## src/rtl/dmem_pkg.sv

```systemverilog
// Shared definitions for the byte-addressable data memory controller:
// access-size encodings, controller state encoding and the byte-enable helper.
package dmem_pkg;

    localparam logic [1:0] SZ_BYTE = 2'b00;
    localparam logic [1:0] SZ_HALF = 2'b01;
    localparam logic [1:0] SZ_WORD = 2'b10;   // 2'b11 is reserved and behaves as a word

    typedef enum logic [0:0] {
        ST_CLEAR = 1'b0,
        ST_RUN   = 1'b1
    } state_e;

    // Byte enables for one 32-bit word, given access size and addr[1:0].
    // Half accesses look only at addr[1]; word (and reserved) ignore both bits.
    function automatic logic [3:0] lane_mask(input logic [1:0] size, input logic [1:0] lo);
        case (size)
            SZ_BYTE: lane_mask = 4'b0001 << lo;
            SZ_HALF: lane_mask = lo[1] ? 4'b1100 : 4'b0011;
            default: lane_mask = 4'b1111;
        endcase
    endfunction

endpackage

```

## src/rtl/data_mem_ctrl_if.sv

```systemverilog
// Load/store bus between the CPU MEM stage (master) and the data memory (slave).
interface data_mem_ctrl_if #(
    parameter int DATA_W = 32,
    parameter int ADDR_W = 32
);
    logic              clr;
    logic              req;
    logic              wr_en;
    logic [1:0]        size;
    logic              sign_ext;
    logic [ADDR_W-1:0] addr;
    logic [DATA_W-1:0] wdata;
    logic              ready;
    logic              busy;
    logic              rvalid;
    logic [DATA_W-1:0] rdata;
    logic              err;

    modport master (
        output clr, req, wr_en, size, sign_ext, addr, wdata,
        input  ready, busy, rvalid, rdata, err
    );

    modport slave (
        input  clr, req, wr_en, size, sign_ext, addr, wdata,
        output ready, busy, rvalid, rdata, err
    );
endinterface

```

## src/rtl/dmem_array.sv

```systemverilog
// DEPTH x DATA_W single-port storage with per-byte write enables and a
// registered read port. Contents are not reset; the controller's sweep zeroes them.
module dmem_array #(
    parameter int DATA_W = 32,
    parameter int DEPTH  = 64,
    parameter int IDX_W  = $clog2(DEPTH)
) (
    input  logic                  clk,
    input  logic                  rst_n,
    input  logic [IDX_W-1:0]      idx,
    input  logic [DATA_W/8-1:0]   be,
    input  logic [DATA_W-1:0]     wdata,
    input  logic                  re,
    output logic [DATA_W-1:0]     rdata
);
    logic [DATA_W-1:0] mem [DEPTH];

    // Byte-lane writes; unselected lanes keep their contents.
    always_ff @(posedge clk) begin
        for (int i = 0; i < DATA_W/8; i++) begin
            if (be[i]) mem[idx][i*8 +: 8] <= wdata[i*8 +: 8];
        end
    end

    // Read register only moves on a load, so the word it holds stays put between loads.
    always_ff @(posedge clk or negedge rst_n) begin
        if (!rst_n)  rdata <= '0;
        else if (re) rdata <= mem[idx];
    end
endmodule

```

## src/rtl/data_mem_ctrl.sv

```systemverilog
// Byte-addressable data memory controller for the MIPS MEM stage.
// Owns the clear sweep FSM, lane steering for stores, and extension of loads.
// Optional build macro DMEM_MISALIGN_TRAP_EN: misaligned half/word accesses are
// acknowledged with err=1, rdata=0 and no memory effect; without it low address
// bits below the access size are simply ignored and err stays 0.
module data_mem_ctrl
    import dmem_pkg::*;
#(
    parameter int DATA_W = 32,
    parameter int ADDR_W = 32,
    parameter int DEPTH  = 64
) (
    input  logic             clk,
    input  logic             r_st,
    data_mem_ctrl_if.slave   bus
);
    localparam int IDX_W = $clog2(DEPTH);
    localparam int LANES = DATA_W/8;
    localparam logic [0:0] S_CLEAR = ST_CLEAR;
    localparam logic [0:0] S_RUN   = ST_RUN;

    logic [0:0]        state;
    logic [IDX_W-1:0]  cnt;
    logic              busy_q, rvalid_q, err_q, zero_q;
    logic [1:0]        lane_q, size_q;
    logic              sext_q;

    logic              acc, mis;
    logic [IDX_W-1:0]  idx;
    logic [IDX_W-1:0]  arr_idx;
    logic [LANES-1:0]  arr_be;
    logic [DATA_W-1:0] arr_wd, rep_wd, rd_raw, ext;
    logic              arr_re;
    logic [7:0]        b_sel;
    logic [15:0]       h_sel;
    logic              unused_addr;

    // Upper address bits only alias the array.
    assign unused_addr = ^bus.addr[ADDR_W-1:IDX_W+2];

    assign idx       = bus.addr[IDX_W+1:2];
    assign bus.ready = (state == S_RUN) && !bus.clr;
    assign acc       = bus.req && bus.ready;

`ifdef DMEM_MISALIGN_TRAP_EN
    // Half must be 2-byte aligned; word and reserved must be 4-byte aligned.
    always_comb begin
        mis = 1'b0;
        if (bus.size == SZ_HALF)      mis = bus.addr[0];
        else if (bus.size != SZ_BYTE) mis = (bus.addr[1:0] != 2'b00);
    end
`else
    assign mis = 1'b0;
`endif

    // Store data is right-justified; replicate it so every candidate lane sees it.
    always_comb begin
        case (bus.size)
            SZ_BYTE: rep_wd = {LANES{bus.wdata[7:0]}};
            SZ_HALF: rep_wd = {(LANES/2){bus.wdata[15:0]}};
            default: rep_wd = bus.wdata;
        endcase
    end

    // Array port mux: the sweep owns the port in CLEAR, accepted accesses in RUN.
    always_comb begin
        arr_idx = idx;
        arr_be  = '0;
        arr_wd  = rep_wd;
        arr_re  = 1'b0;
        if (state == S_CLEAR) begin
            arr_idx = cnt;
            arr_be  = '1;
            arr_wd  = '0;
        end else if (acc && !mis) begin
            if (bus.wr_en) arr_be = lane_mask(bus.size, bus.addr[1:0]);
            else           arr_re = 1'b1;
        end
    end

    dmem_array #(.DATA_W(DATA_W), .DEPTH(DEPTH), .IDX_W(IDX_W)) u_array (
        .clk   (clk),
        .rst_n (r_st),
        .idx   (arr_idx),
        .be    (arr_be),
        .wdata (arr_wd),
        .re    (arr_re),
        .rdata (rd_raw)
    );

    // Clear sweep / run FSM plus registered response flags and load steering info.
    always_ff @(posedge clk or negedge r_st) begin
        if (!r_st) begin
            state    <= S_CLEAR;
            cnt      <= '0;
            busy_q   <= 1'b1;
            rvalid_q <= 1'b0;
            err_q    <= 1'b0;
            zero_q   <= 1'b0;
            lane_q   <= 2'b00;
            size_q   <= SZ_WORD;
            sext_q   <= 1'b0;
        end else begin
            rvalid_q <= acc;
            err_q    <= acc && mis;
            if (state == S_CLEAR) begin
                if (cnt == IDX_W'(DEPTH-1)) begin
                    state  <= S_RUN;
                    busy_q <= 1'b0;
                end else begin
                    cnt <= cnt + 1'b1;
                end
            end else if (bus.clr) begin
                state  <= S_CLEAR;
                cnt    <= '0;
                busy_q <= 1'b1;
            end
            if (acc) begin
                if (mis) begin
                    zero_q <= 1'b1;
                end else if (!bus.wr_en) begin
                    zero_q <= 1'b0;
                    lane_q <= bus.addr[1:0];
                    size_q <= bus.size;
                    sext_q <= bus.sign_ext;
                end
            end
        end
    end

    // Shift the selected lane(s) of the read word down to bit 0 and extend.
    always_comb begin
        b_sel = rd_raw[{lane_q, 3'b000} +: 8];
        h_sel = lane_q[1] ? rd_raw[31:16] : rd_raw[15:0];
        case (size_q)
            SZ_BYTE: ext = {{(DATA_W-8){sext_q & b_sel[7]}}, b_sel};
            SZ_HALF: ext = {{(DATA_W-16){sext_q & h_sel[15]}}, h_sel};
            default: ext = rd_raw;
        endcase
    end

    assign bus.rdata  = zero_q ? '0 : ext;
    assign bus.busy   = busy_q;
    assign bus.rvalid = rvalid_q;
    assign bus.err    = err_q;
endmodule
```

## src/flat_wrapper.sv

```systemverilog
// flat-port wrapper written by rule: the top's interface ports become plain ports
module data_mem_ctrl_flat import dmem_pkg::*;
#(
    parameter int DATA_W = 32,
    parameter int ADDR_W = 32,
    parameter int DEPTH  = 64
)
  (clk, r_st, bus_clr, bus_req, bus_wr_en, bus_size, bus_sign_ext, bus_addr, bus_wdata, bus_ready, bus_busy, bus_rvalid, bus_rdata, bus_err);
  data_mem_ctrl_if #(.DATA_W(DATA_W), .ADDR_W(ADDR_W)) bus_i ();
  input  logic clk;
  input  logic r_st;
  input wire logic [$bits(bus_i.clr)-1:0] bus_clr;
  input wire logic [$bits(bus_i.req)-1:0] bus_req;
  input wire logic [$bits(bus_i.wr_en)-1:0] bus_wr_en;
  input wire logic [$bits(bus_i.size)-1:0] bus_size;
  input wire logic [$bits(bus_i.sign_ext)-1:0] bus_sign_ext;
  input wire logic [$bits(bus_i.addr)-1:0] bus_addr;
  input wire logic [$bits(bus_i.wdata)-1:0] bus_wdata;
  output wire logic [$bits(bus_i.ready)-1:0] bus_ready;
  output wire logic [$bits(bus_i.busy)-1:0] bus_busy;
  output wire logic [$bits(bus_i.rvalid)-1:0] bus_rvalid;
  output wire logic [$bits(bus_i.rdata)-1:0] bus_rdata;
  output wire logic [$bits(bus_i.err)-1:0] bus_err;
  assign bus_i.clr = bus_clr;
  assign bus_i.req = bus_req;
  assign bus_i.wr_en = bus_wr_en;
  assign bus_i.size = bus_size;
  assign bus_i.sign_ext = bus_sign_ext;
  assign bus_i.addr = bus_addr;
  assign bus_i.wdata = bus_wdata;
  assign bus_ready = bus_i.ready;
  assign bus_busy = bus_i.busy;
  assign bus_rvalid = bus_i.rvalid;
  assign bus_rdata = bus_i.rdata;
  assign bus_err = bus_i.err;
  data_mem_ctrl #(.DATA_W(DATA_W), .ADDR_W(ADDR_W), .DEPTH(DEPTH)) u_core (.clk(clk), .r_st(r_st), .bus(bus_i));
endmodule
```

## config.mk

```make
export PLATFORM = sky130hd
export DESIGN_NAME = data_mem_ctrl_flat
export DESIGN_NICKNAME = d
export VERILOG_FILES = /design/src/rtl/dmem_pkg.sv /design/src/rtl/data_mem_ctrl_if.sv /design/src/rtl/dmem_array.sv /design/src/rtl/data_mem_ctrl.sv /design/src/flat_wrapper.sv
export SDC_FILE = /design/constraint.sdc
export NUM_CORES = 2
export LEC_CHECK = 0
export BUFFER_PORTS_ARGS = -buffer_cell sky130_fd_sc_hd__buf_2
export CORE_UTILIZATION = 51
export DETAILED_ROUTE_END_ITERATION = 8
export GPL_TIMING_DRIVEN = 0
export PLACE_DENSITY = 0.67
export REMOVE_ABC_BUFFERS = 1
export SLEW_MARGIN = 0
export SYNTH_ARGS = -nofsm -noshare
export SYNTH_HDL_FRONTEND = slang
export SYNTH_HIERARCHICAL = 1
export SYNTH_SLANG_ARGS = --single-unit
```

## constraint.sdc

```tcl
create_clock -name clk -period 6.4 [get_ports clk]
set_input_delay 1.28 -clock clk [delete_from_list [all_inputs] [get_ports clk]]
set_output_delay 1.28 -clock clk [all_outputs]
set_load 0.1 [all_outputs]
```

==> reports/metrics.yaml <==
job:
  cap_violations: 4
power_and_ir_drop:
  pwr_density_cell_nw_per_um2: 498.4
  ir_worst_vdd_mv: 1.159
  p_leak_uw: 0.03054
setup_path:
  cp_max_fo: 73
  crit_path_top_delay_cell: "and3b_1"
  end_kind: "flop"
  criticalPathCategory: "reg -> reg"
  path_buf_inv: 2
  crit_path_start: "u_core/state$_DFF_PN0_"
  path_cells: "mux2_8 -> buf_16 -> buf_16 -> and3b_1 -> nand2_1 -> nor2_1"
  timing.rr.start: "u_core/state$_DFF_PN0_"
  crit_path_start_kind: "flop"
  cp.required_ns: 6.85
  cpMostUsedCell: "buf_16"
  arrival_ns: 5.96
  slowest_delay_ns: 1.37
  cp_top_family: "simple AND/OR/NAND/NOR gates"
logic_synthesis:
  ys_types: 84
  synth_area_um2: 82660
  syn_area_per_cell_um2: 17.35
  synth_cells: 4764
  synth_edf_count: 2048
  seq_area_frac_synth_pct: 75.80
  ys_async_sr_fraction_pct: 2.197
  synth_ff_type: "edfxtp_1"
  synth-seq-cells: 2094
  yosys_warnings: 6
place:
  io_buffers: 82
  gp_congestion: 0.8359
  hpwl_um: 148900
detailed_routing:
  drc_errors: 0
  via_per_inst: 6.681
  dr.pass1.iters: 6
  postRouteAntennaNets: 0
  totalWireLength_um: 239300
  drt_iter0_markers: 7178
  vias: 47890
  detail_route.wl_per_cell_um: 33.38
timing:
  slew_headroom_pct: -12.17
  fin_tns_setup_ns: 0
  min_period_ns: 5.511
  rsz0062_at_grt: "no"
  worstMarginPinSlew_ns: 1.683
  finalCritPeriodShare_pct: 86.10
  maxSlewViolCount: 27
  max_freq_mhz: 181.5
  clock_skew_ns: 0.04049
  whs_ns: 0.4187
  final-hold-violation-count: 0
  setup_viol: 0
global_routing:
  grt_pass1_vias: 45720
  globalRouteTotalUtil_pct: 29.13
  antenna_found_initial: 13
  grt_max_degree: 99
  overflow: 0
  grt_first_pass_wirelength_um: 337700
floorplanning:
  dieWidth_um: 404.6
  ios: 108
  die_h_um: 404.6
  rows: 147
  initial_core_util_pct: 51.42
  core-area_um2: 160800
  die_area_um2: 163700
cts:
  cts_buffers: 204
  cts_resized: 0
  cts-root-buf: "clkbuf_16"
  tritoncts: "yes"
  insertion_delay_ns: 0.84
  cts.clk_slew.worst_paths_ns: 0.06
  clock_path_buffers: 3
  cts_setup_buffers: 0
  cts_hold_buf: 0
  cts_sinks: 2094
  cts-htree-levels: 4
final_layout:
  layout.nets: 4901
  multi_input_area_um2: 18700
  final_common_cell: "edfxtp_1"
  n_fill_cell: 11920
  area_delta_synth_final_pct: 13.25
  regArea_um2: 62650
  final_core_util_pct: 58.23
  drive_gt1_share_pct: 17.49
  final_cell_mix: "edfxtp_1, nor2_1, mux2i_1, a221oi_1, clkbuf_16"
hold_path:
  hold_path_class: "in -> async"
status:
  status: "finished with violations"
  failed_checks: "max-capacitance violations, max-slew violations"
layout make-up:
type	instances	share of cell area, %
Tap cell	2160	2.887
Antenna cell	3	0.008020
Sequential cell	2094	66.93
Clock inverter	107	1.125
Clock buffer	275	5.915
Inverter	9	0.05213
Timing Repair Buffer	200	3.102
Multi-Input combinational cell	2319	19.98
metal layers:
layer / share of wire, % / wire length (um) / global-route usage, % / up-vias
li1: - / - / - / 19510
met1: 38 / 91350 / 40.98 / 24670
met2: 44 / 106000 / 42.98 / 3177
met3: 13 / 31670 / 8.451 / 525
met4: 4.2 / 10150 / 11.39 / 8
met5: 0.021 / 51 / 0 / -
synth_stat cells (5+ instances only):
cell type	count	area share [%]
a211oi_1	6	0.054
a21boi_1	8	0.073
a21oi_1	121	0.73
a221o_1	40	0.48
a221oi_1	256	2.7
a222oi_1	7	0.085
a22o_1	34	0.36
a22oi_1	147	1.3
a31oi_1	19	0.14
a41oi_1	5	0.053
and2_1	24	0.18
and3_1	8	0.061
buf_1	34	0.15
buf_2	122	0.74
buf_4	45	0.41
buf_6	7	0.095
clkbuf_1	134	0.61
dfrtp_1	44	1.3
edfxtp_1	2048	74
mux2_1	10	0.14
mux2_2	158	2.2
mux2i_1	263	3.2
mux4_2	140	3.8
nand2_1	200	0.91
nand2b_1	13	0.098
nand3_1	19	0.12
nand3b_1	11	0.10
nor2_1	389	1.8
nor2b_1	28	0.21
nor3_1	13	0.079
o2111ai_1	7	0.074
o211ai_1	21	0.19
o21ai_0	125	0.76
o21ai_1	14	0.085
o221ai_1	10	0.11
o22a_1	17	0.18
o22ai_1	98	0.74
o2bb2ai_1	17	0.18
o32a_1	17	0.21
metrics by stage:
stage | setup slack (ns) | std cells | area, um^2 | power, uW
final | 0.8893 | 7167 | 93610 | 46650
after floorplan | -15.84 | 4422 | 81000 | 26010
after CTS | 1.031 | 7163 | 93580 | 46330
after global placement | -56.38 | 6664 | 84110 | 27390
after detailed placement | 0.3266 | 6781 | 86990 | 34640
after global routing | 0.9269 | 7164 | 93600 | 47790
report_power, final:
part / total (uW) / internal, uW / switching (uW)
Combinational: 17600 / 5530 / 12100
Clock: 11800 / 6790 / 5050
Sequential: 17200 / 16600 / 595
Total: 46700 / 28900 / 17800
registers in the layout, indices dropped and copies added (netlist names):
signal and flops:
u_core/bus.busy 1, u_core/bus.rvalid 1, u_core/cnt 6, u_core/lane_q 2, u_core/sext_q 1, u_core/size_q 2
u_core/state 1, u_core/u_array/mem 2048, u_core/u_array/rdata 32
final timing paths:
path	to	slack, ns	cells past startpoint
worst max-delay path	u_core/u_array/mem[14][22]$_DFFE_PP_	0.89	6
worst min-delay path	u_core/cnt[5]$_DFFE_PN0P_	0.42	1
worst max register to register	u_core/u_array/mem[14][22]$_DFFE_PP_	0.89	6
worst min register to register	u_core/bus.busy$_DFFE_PN1P_	0.48	2
max in group asynchronous	u_core/u_array/rdata[18]$_DFFE_PN0P_	5.38	2
min in group clk	u_core/bus.busy$_DFFE_PN1P_	0.48	2
cells by family after synthesis:
logic type                 synth area share [%]
xor gates and xnor gates                0.01060
adders and majority gates               0.01513
DFF                                       75.80
muxes                                     9.361
other                                  0.004537
buffers and inverters                     2.047
AOI/OAI and AO/OA                         8.864
and+or+nand+nor                           3.899
Note: power is estimated with default switching activity, not from simulation.
